`src/rtl/sort_net_n_pkg.sv`:
```
`default_nettype none
// ============================================================================
// Module      : sort_net_n_pkg
// Description : Shared constants and helpers for the order-statistic blocks.
//               Sets the legal range of vector sizes and derives the rank
//               port width from a vector size.
// Revision    : 1.0 - initial release
// ============================================================================
package sort_net_n_pkg;

  localparam int MIN_INPUTS = 2;
  localparam int MAX_INPUTS = 16;

  // Width of a rank index able to address every slot of an n-sample vector.
  function automatic int rank_width(input int n);
    return (n > 2) ? $clog2(n) : 1;
  endfunction

endpackage
`default_nettype wire

```
`src/rtl/sort_net_n_if.sv`:
```
`default_nettype none
// ============================================================================
// Module      : sort_net_n_if
// Description : Input/output handshake bundle of the sorting network.
//               Ports (all signals):
//                 din           packed samples, slot i at [i*DATA_WIDTH +: DATA_WIDTH]
//                 din_rank      requested order statistic (0 = min)
//                 din_valid     din/din_rank valid
//                 din_ready     sorter accepts a vector this cycle
//                 dout_sorted   ascending vector, slot 0 = min
//                 dout_sel      selected order statistic
//                 dout_rank_err requested rank was out of range and clamped
//                 dout_valid    outputs valid
//                 dout_ready    downstream accepts outputs
//               master = producer/consumer side, slave = sorter side.
// Revision    : 1.0 - initial release
// ============================================================================
interface sort_net_n_if #(
  parameter int DATA_WIDTH = 8,
  parameter int NUM_INPUTS = 9
);
  import sort_net_n_pkg::*;

  localparam int RANK_W = rank_width(NUM_INPUTS);

  logic [NUM_INPUTS*DATA_WIDTH-1:0] din;
  logic [RANK_W-1:0]                din_rank;
  logic                             din_valid;
  logic                             din_ready;
  logic [NUM_INPUTS*DATA_WIDTH-1:0] dout_sorted;
  logic [DATA_WIDTH-1:0]            dout_sel;
  logic                             dout_rank_err;
  logic                             dout_valid;
  logic                             dout_ready;

  modport master (
    output din, din_rank, din_valid, dout_ready,
    input  din_ready, dout_sorted, dout_sel, dout_rank_err, dout_valid
  );

  modport slave (
    input  din, din_rank, din_valid, dout_ready,
    output din_ready, dout_sorted, dout_sel, dout_rank_err, dout_valid
  );

endinterface
`default_nettype wire

```
`src/rtl/sort_net_n_cmp_swap.sv`:
```
`default_nettype none
// ============================================================================
// Module      : sort_net_n_cmp_swap
// Description : Combinational unsigned compare-exchange.
//               Ports: a, b (inputs, a = lower slot), lo = min(a,b), hi = max(a,b).
//               Equal inputs pass through unchanged.
// Revision    : 1.0 - initial release
// ============================================================================
module sort_net_n_cmp_swap
  import sort_net_n_pkg::*;
#(
  parameter int DATA_WIDTH = 8
) (
  input  logic [DATA_WIDTH-1:0] a,
  input  logic [DATA_WIDTH-1:0] b,
  output logic [DATA_WIDTH-1:0] lo,
  output logic [DATA_WIDTH-1:0] hi
);

  logic swap;

  // Strict compare so ties never swap.
  assign swap = (b < a);
  assign lo   = swap ? b : a;
  assign hi   = swap ? a : b;

endmodule
`default_nettype wire

```
`src/rtl/sort_net_n.sv`:
```
`default_nettype none
// ============================================================================
// Module      : sort_net_n
// Description : Pipelined NUM_INPUTS-sample odd-even transposition sorter with
//               valid/ready handshake, full sorted output and a per-vector
//               selectable order statistic.
//               Ports: clk, arst (async active-high), bus (sort_net_n_if.slave).
// Revision    : 1.0 - initial release
// ============================================================================
module sort_net_n
  import sort_net_n_pkg::*;
#(
  parameter int DATA_WIDTH = 8,
  parameter int NUM_INPUTS = 9
) (
  input  logic        clk,
  input  logic        arst,
  sort_net_n_if.slave bus
);

  localparam int                RANK_W     = rank_width(NUM_INPUTS);
  localparam logic [RANK_W:0]   c_num_ext  = (RANK_W + 1)'(NUM_INPUTS);
  localparam logic [RANK_W-1:0] c_rank_max = RANK_W'(NUM_INPUTS - 1);

  typedef logic [DATA_WIDTH-1:0] sample_t;

  if (NUM_INPUTS < MIN_INPUTS || NUM_INPUTS > MAX_INPUTS) begin : g_bad_num_inputs
    $error("sort_net_n: NUM_INPUTS must be in 2..16");
  end

  // [stage][slot]
  sample_t data_q   [NUM_INPUTS][NUM_INPUTS];
  sample_t data_d   [NUM_INPUTS][NUM_INPUTS];
  sample_t stage_in [NUM_INPUTS][NUM_INPUTS];

  logic [NUM_INPUTS-1:0] valid_q, valid_d;
  logic [NUM_INPUTS-1:0] err_q,   err_d;
  logic [RANK_W-1:0]     rank_q [NUM_INPUTS];
  logic [RANK_W-1:0]     rank_d [NUM_INPUTS];

  logic stall;
  logic rank_oob;

  // Stage 0 sorts the incoming vector; every later stage sorts its predecessor.
  always_comb begin
    for (int k = 0; k < NUM_INPUTS; k++) begin
      stage_in[0][k] = bus.din[k*DATA_WIDTH +: DATA_WIDTH];
    end
    for (int s = 1; s < NUM_INPUTS; s++) begin
      for (int k = 0; k < NUM_INPUTS; k++) begin
        stage_in[s][k] = data_q[s-1][k];
      end
    end
  end

  // Even stages pair (0,1),(2,3)..; odd stages pair (1,2),(3,4)..
  // A slot that heads a pair owns the compare-exchange; the slot above it is
  // driven by that instance; an unpaired edge slot passes straight through.
  for (genvar s = 0; s < NUM_INPUTS; s++) begin : g_stage
    for (genvar k = 0; k < NUM_INPUTS; k++) begin : g_slot
      if ((k % 2) == (s % 2) && (k + 1) < NUM_INPUTS) begin : g_cx
        sort_net_n_cmp_swap #(
          .DATA_WIDTH (DATA_WIDTH)
        ) u_cmp_swap (
          .a  (stage_in[s][k]),
          .b  (stage_in[s][k+1]),
          .lo (data_d[s][k]),
          .hi (data_d[s][k+1])
        );
      end else if ((k % 2) == (s % 2) || k == 0) begin : g_pass
        assign data_d[s][k] = stage_in[s][k];
      end
    end
  end

  // Sideband shift chain: valid, clamped rank and clamp flag travel with data.
  always_comb begin
    stall    = valid_q[NUM_INPUTS-1] && !bus.dout_ready;
    rank_oob = ({1'b0, bus.din_rank} >= c_num_ext);

    valid_d    = '0;
    err_d      = '0;
    valid_d[0] = bus.din_valid;
    err_d[0]   = bus.din_valid && rank_oob;
    rank_d[0]  = rank_oob ? c_rank_max : bus.din_rank;
    for (int s = 1; s < NUM_INPUTS; s++) begin
      valid_d[s] = valid_q[s-1];
      err_d[s]   = err_q[s-1];
      rank_d[s]  = rank_q[s-1];
    end
  end

  // One global enable: a stall freezes every stage so nothing is lost.
  always_ff @(posedge clk or posedge arst) begin
    if (arst) begin
      valid_q <= '0;
      err_q   <= '0;
      for (int s = 0; s < NUM_INPUTS; s++) begin
        rank_q[s] <= '0;
        for (int k = 0; k < NUM_INPUTS; k++) begin
          data_q[s][k] <= '0;
        end
      end
    end else if (!stall) begin
      valid_q <= valid_d;
      err_q   <= err_d;
      rank_q  <= rank_d;
      data_q  <= data_d;
    end
  end

  assign bus.din_ready     = !stall;
  assign bus.dout_valid    = valid_q[NUM_INPUTS-1];
  assign bus.dout_rank_err = err_q[NUM_INPUTS-1];
  assign bus.dout_sel      = data_q[NUM_INPUTS-1][rank_q[NUM_INPUTS-1]];

  always_comb begin
    bus.dout_sorted = '0;
    for (int k = 0; k < NUM_INPUTS; k++) begin
      bus.dout_sorted[k*DATA_WIDTH +: DATA_WIDTH] = data_q[NUM_INPUTS-1][k];
    end
  end

endmodule
`default_nettype wire
```
`src/flat_wrapper.sv`:
```
// flat-port wrapper written by rule: the top's interface ports become plain ports
module sort_net_n_flat import sort_net_n_pkg::*;
#(
  parameter int DATA_WIDTH = 8,
  parameter int NUM_INPUTS = 9
)
  (clk, arst, bus_din, bus_din_rank, bus_din_valid, bus_dout_ready, bus_din_ready, bus_dout_sorted, bus_dout_sel, bus_dout_rank_err, bus_dout_valid);
  sort_net_n_if #(.DATA_WIDTH(DATA_WIDTH), .NUM_INPUTS(NUM_INPUTS)) bus_i ();
  input  logic clk;
  input  logic arst;
  input wire logic [$bits(bus_i.din)-1:0] bus_din;
  input wire logic [$bits(bus_i.din_rank)-1:0] bus_din_rank;
  input wire logic [$bits(bus_i.din_valid)-1:0] bus_din_valid;
  input wire logic [$bits(bus_i.dout_ready)-1:0] bus_dout_ready;
  output wire logic [$bits(bus_i.din_ready)-1:0] bus_din_ready;
  output wire logic [$bits(bus_i.dout_sorted)-1:0] bus_dout_sorted;
  output wire logic [$bits(bus_i.dout_sel)-1:0] bus_dout_sel;
  output wire logic [$bits(bus_i.dout_rank_err)-1:0] bus_dout_rank_err;
  output wire logic [$bits(bus_i.dout_valid)-1:0] bus_dout_valid;
  assign bus_i.din = bus_din;
  assign bus_i.din_rank = bus_din_rank;
  assign bus_i.din_valid = bus_din_valid;
  assign bus_i.dout_ready = bus_dout_ready;
  assign bus_din_ready = bus_i.din_ready;
  assign bus_dout_sorted = bus_i.dout_sorted;
  assign bus_dout_sel = bus_i.dout_sel;
  assign bus_dout_rank_err = bus_i.dout_rank_err;
  assign bus_dout_valid = bus_i.dout_valid;
  sort_net_n #(.DATA_WIDTH(DATA_WIDTH), .NUM_INPUTS(NUM_INPUTS)) u_core (.clk(clk), .arst(arst), .bus(bus_i));
endmodule
```
`config.mk`:
```
export PLATFORM = sky130hd
export DESIGN_NAME = sort_net_n_flat
export DESIGN_NICKNAME = d
export VERILOG_FILES = /design/src/rtl/sort_net_n_pkg.sv /design/src/rtl/sort_net_n_if.sv /design/src/rtl/sort_net_n_cmp_swap.sv /design/src/rtl/sort_net_n.sv /design/src/flat_wrapper.sv
export SDC_FILE = /design/constraint.sdc
export NUM_CORES = 2
export LEC_CHECK = 0
export ABC_AREA = 1
export BUFFER_PORTS_ARGS = -buffer_cell sky130_fd_sc_hd__buf_2
export CORE_MARGIN = 1.5
export CORE_UTILIZATION = 60
export CTS_CLUSTER_SIZE = 28
export DETAILED_ROUTE_END_ITERATION = 6
export HOLD_SLACK_MARGIN = 0.1
export PLACE_DENSITY = 0.86
export SYNTH_ARGS = -nofsm -noshare
export SYNTH_HDL_FRONTEND = slang
export SYNTH_SLANG_ARGS = --single-unit
```
`constraint.sdc`:
```
create_clock -name clk -period 29 [get_ports clk]
set_clock_uncertainty 0.15 [all_clocks]
set_input_delay 1.45 -clock clk [delete_from_list [all_inputs] [get_ports clk]]
set_output_delay 1.45 -clock clk [all_outputs]
set_load 0.03 [all_outputs]
```
==> metrics.txt <==
fin. max-slew vios=0; Final Routed Wirelength=approximately 96,000 um; proportion of synthesized chip area in sequential cells=a little over two fifths; DRT met1 WL=41,300 um; Final Hold Vio Count=0; largest net degree at the start of global routing=roughly 200; post-synthesis cell count=approximately 6k; portion of netlist area occupied by mux cells=0%; Compound-Gate Fraction of Synth Area=under 10%; arrival time worst endpoint=~3500 ps; clock tree from TritonCTS=yes; Setup Crit Path Kind=reg2out; post-synthesis cell area=41,800 um2; Worst-path clk slew=roughly 60 ps; reg2reg end=u_core.data_q[259]$_DFFE_PP0N_; most repeated cell in the gate-level netlist after synthesis=sky130_fd_sc_hd__nand2_1; number of buffers created by CTS=76; die span in y=~270 um; remaining antenna violation count after routing=0; most used flip-flop cell after synthesis=sky130_fd_sc_hd__dfrtp_1; worst-margin pin slew=1080 ps; Yosys warning total=0; total overflow reported by the global router=0; overall die area=slightly above 70,000 um2; Area growth, synth to finish=6.08%; RSZ-0062 raised after global routing=no; count of unresolved DRC violations after routing=5; initial cell density of the core=roughly three fifths; Non-Filler Instances=6,703; cell total after placement=roughly 6.6k; Sink Count=~700; fraction of final layout cells with drive strength greater than 1=between 5 and 6%; diodes inserted=0; total number of placement rows=96; total length of routed met3 wires=approximately 4600 um; detailed-router iteration count before antenna repair=7; mean instance size in the synthesized netlist=slightly above 7 um2; uppermost metal layer occupied by signal nets=met4; post-synth top area share=42.0%; hold buffer count at CTS=0; Setup crit start kind=flip-flop; input/output buffers=between 150 and 200; post-CTS setup-driven buffer insertion count=0; synthesized net count=approximately 6.2k; CP Max Fanout=34; sum of negative setup slack=0 ps; Synth async-reset ratio=100%; Net count, final=slightly above 6k; post-detailed-route via-to-cell ratio=5.51; number of enable flip-flop cells after synthesis=0; count of cells along the worst register-to-register path=7; Longest Clk Path Bufs=3; routability congestion estimate from global placement=around 0.88; final setup violation count=0; dpl hpwl=between 60,000 and 70,000 um; global-route wire length before repair=around 160,000 um; met2 wire length=~46,000 um; outcome=finished with violations; fmax=around 200 MHz; period utilisation layout=roughly 18%; worst hold path class=reg2reg; cell chosen for the clock root=sky130_fd_sc_hd__clkbuf_16; source of the worst hold timing path=u_core.rank_d[16]$_DFFE_PP0N_; post-CTS sizing=0; headroom to the max-slew limit=between 20% and 30%; share of synthesized cell area in and, or, nand and nor gates=35.6%; via count of the first global-routing pass=between 30k and 40k; adder-cell share of the synthesized area=under 10%; Routed wire per std cell=around 14 um; DR vias=between 30k and 40k; width of the chip=267 um; fill cell count=5,627; post-route minimum period=5140 ps; cell types with the highest counts after synthesis=sky130_fd_sc_hd__nand2_1 (2,268), sky130_fd_sc_hd__nand3_1 (1,163), sky130_fd_sc_hd__dfrtp_1 (702); H-tree level count=3; critical path required time=between 20,000 and 30,000 ps; CORE AREA=between 60,000 and 70,000 um2; register-to-register setup slack=between 20,000 and 25,000 ps; xor and xnor area share after synthesis=0%; number of stages on the worst hold path=2; max-capacitance violation count=0; capture endpoint of the worst hold path=u_core.rank_d[12]$_DFFE_PP0N_; main combinational cell family by area after synthesis=simple AND/OR/NAND/NOR gates; I/O pins=~160; first-iteration detailed-routing DRC count=3,537; flip-flop and latch count after synthesis=702; unique cell type count in the Yosys netlist=22; leading area contributor after synthesis=sky130_fd_sc_hd__dfrtp_1; nature of the critical path endpoint=output pin; overall fraction of global-route tracks in use=a little over a quarter; initial antenna violation count=0; synth top area cells=sky130_fd_sc_hd__dfrtp_1 (42%), sky130_fd_sc_hd__nand2_1 (20%), sky130_fd_sc_hd__nand3_1 (14%); origin of the critical flop-to-flop path=u_core.valid_q[8]$_DFFE_PP0N_; failing checks=DRC; worst skew pair latency=630 ps
## how the worst max path moves through the flow
stage	start	end	slack, ps	cells past startpoint
after CTS	u_core.rank_q[0]$_DFFE_PP0N_	bus_dout_sel[6]	23970	4
after floorplan	arst	u_core.bus.dout_sorted[0]$_DFFE_PP0N_	7710	1
after detailed placement	bus_dout_ready	u_core.data_q[190]$_DFFE_PP0N_	23720	7
after global placement	bus_dout_ready	u_core.data_q[225]$_DFFE_PP0N_	23840	7
after global routing	u_core.rank_q[0]$_DFFE_PP0N_	bus_dout_sel[6]	23660	4
final	u_core.rank_q[0]$_DFFE_PP0N_	bus_dout_sel[6]	23860	4
## logic make-up (layout without fill, tap and decap cells)
kind of cell,count (synthesis),in the layout
buffers and inverters,1049,985
DFF,702,702
and+or+nand+nor,3555,3555
AOI/OAI and AO/OA,278,278
adders and majority gates,252,252
## critical path, cell delays in order (launching register included)
cell and delay, ps:
sky130_fd_sc_hd__dfrtp_1 740, sky130_fd_sc_hd__inv_1 900, sky130_fd_sc_hd__nand4_1 590, sky130_fd_sc_hd__o21ai_0 410, sky130_fd_sc_hd__buf_2 260
## sequential cells by signal (all words and copies together), names as in the netlist
name,flops
u_core.data_q,512
u_core.bus.dout_sorted,72
u_core.data_d,64
u_core.rank_d,32
u_core.err_q,9
u_core.valid_q,9
u_core.rank_q,4
## through the flow
stage          hold WS, ps  area (um2)  worst slack [ps]  utilization (%)
2_1_floorplan          270       41800              7710                -
5_1_grt                339       44400             23660             64.5
4_1_cts                317       44400             23970             64.5
3_3_place_gp           284       41800             23840             60.7
6_report               314       44400             23860             64.5
3_5_place_dp           300       41800             23720             60.7
## area by class of cell
cell class | instances | area, um2 | share of cell area [%]
Inverter | 667 | 2520 | 5.68
Sequential cell | 702 | 17600 | 39.6
Timing Repair Buffer | 182 | 973 | 2.19
Multi-Input combinational cell | 4085 | 19600 | 44.1
Clock inverter | 27 | 384 | 0.865
Clock buffer | 109 | 2200 | 4.95
Tap cell | 931 | 1160 | 2.62
## layer usage
metal | GRT usage [%] | vias to the layer above
li1 | - | 18165
met1 | 35.8 | 17316
met2 | 45.6 | 1185
met3 | 3.58 | 239
met4 | 11.8 | 0
met5 | 0 | -
## cell usage in the layout (no fill, tap or decap), drive strengths merged
master,Yosys,routed
a21oi,107,107
buf,326,182
bufinv,0,8
clkbuf,56,109
clkinv,2,16
clkinvlp,0,3
dfrtp,702,702
ha,252,252
inv,665,667
nand2,2304,2304
nand3,1163,1163
nand4,1,1
nor2,85,85
nor3,1,1
o211ai,16,16
o21a,36,36
o21ai,118,118
o31ai,1,1
or2,1,1
Power is left out: the tool's default activity adds up to more than one toggle a clock period on the data nets, which glitch-free logic cannot reach.
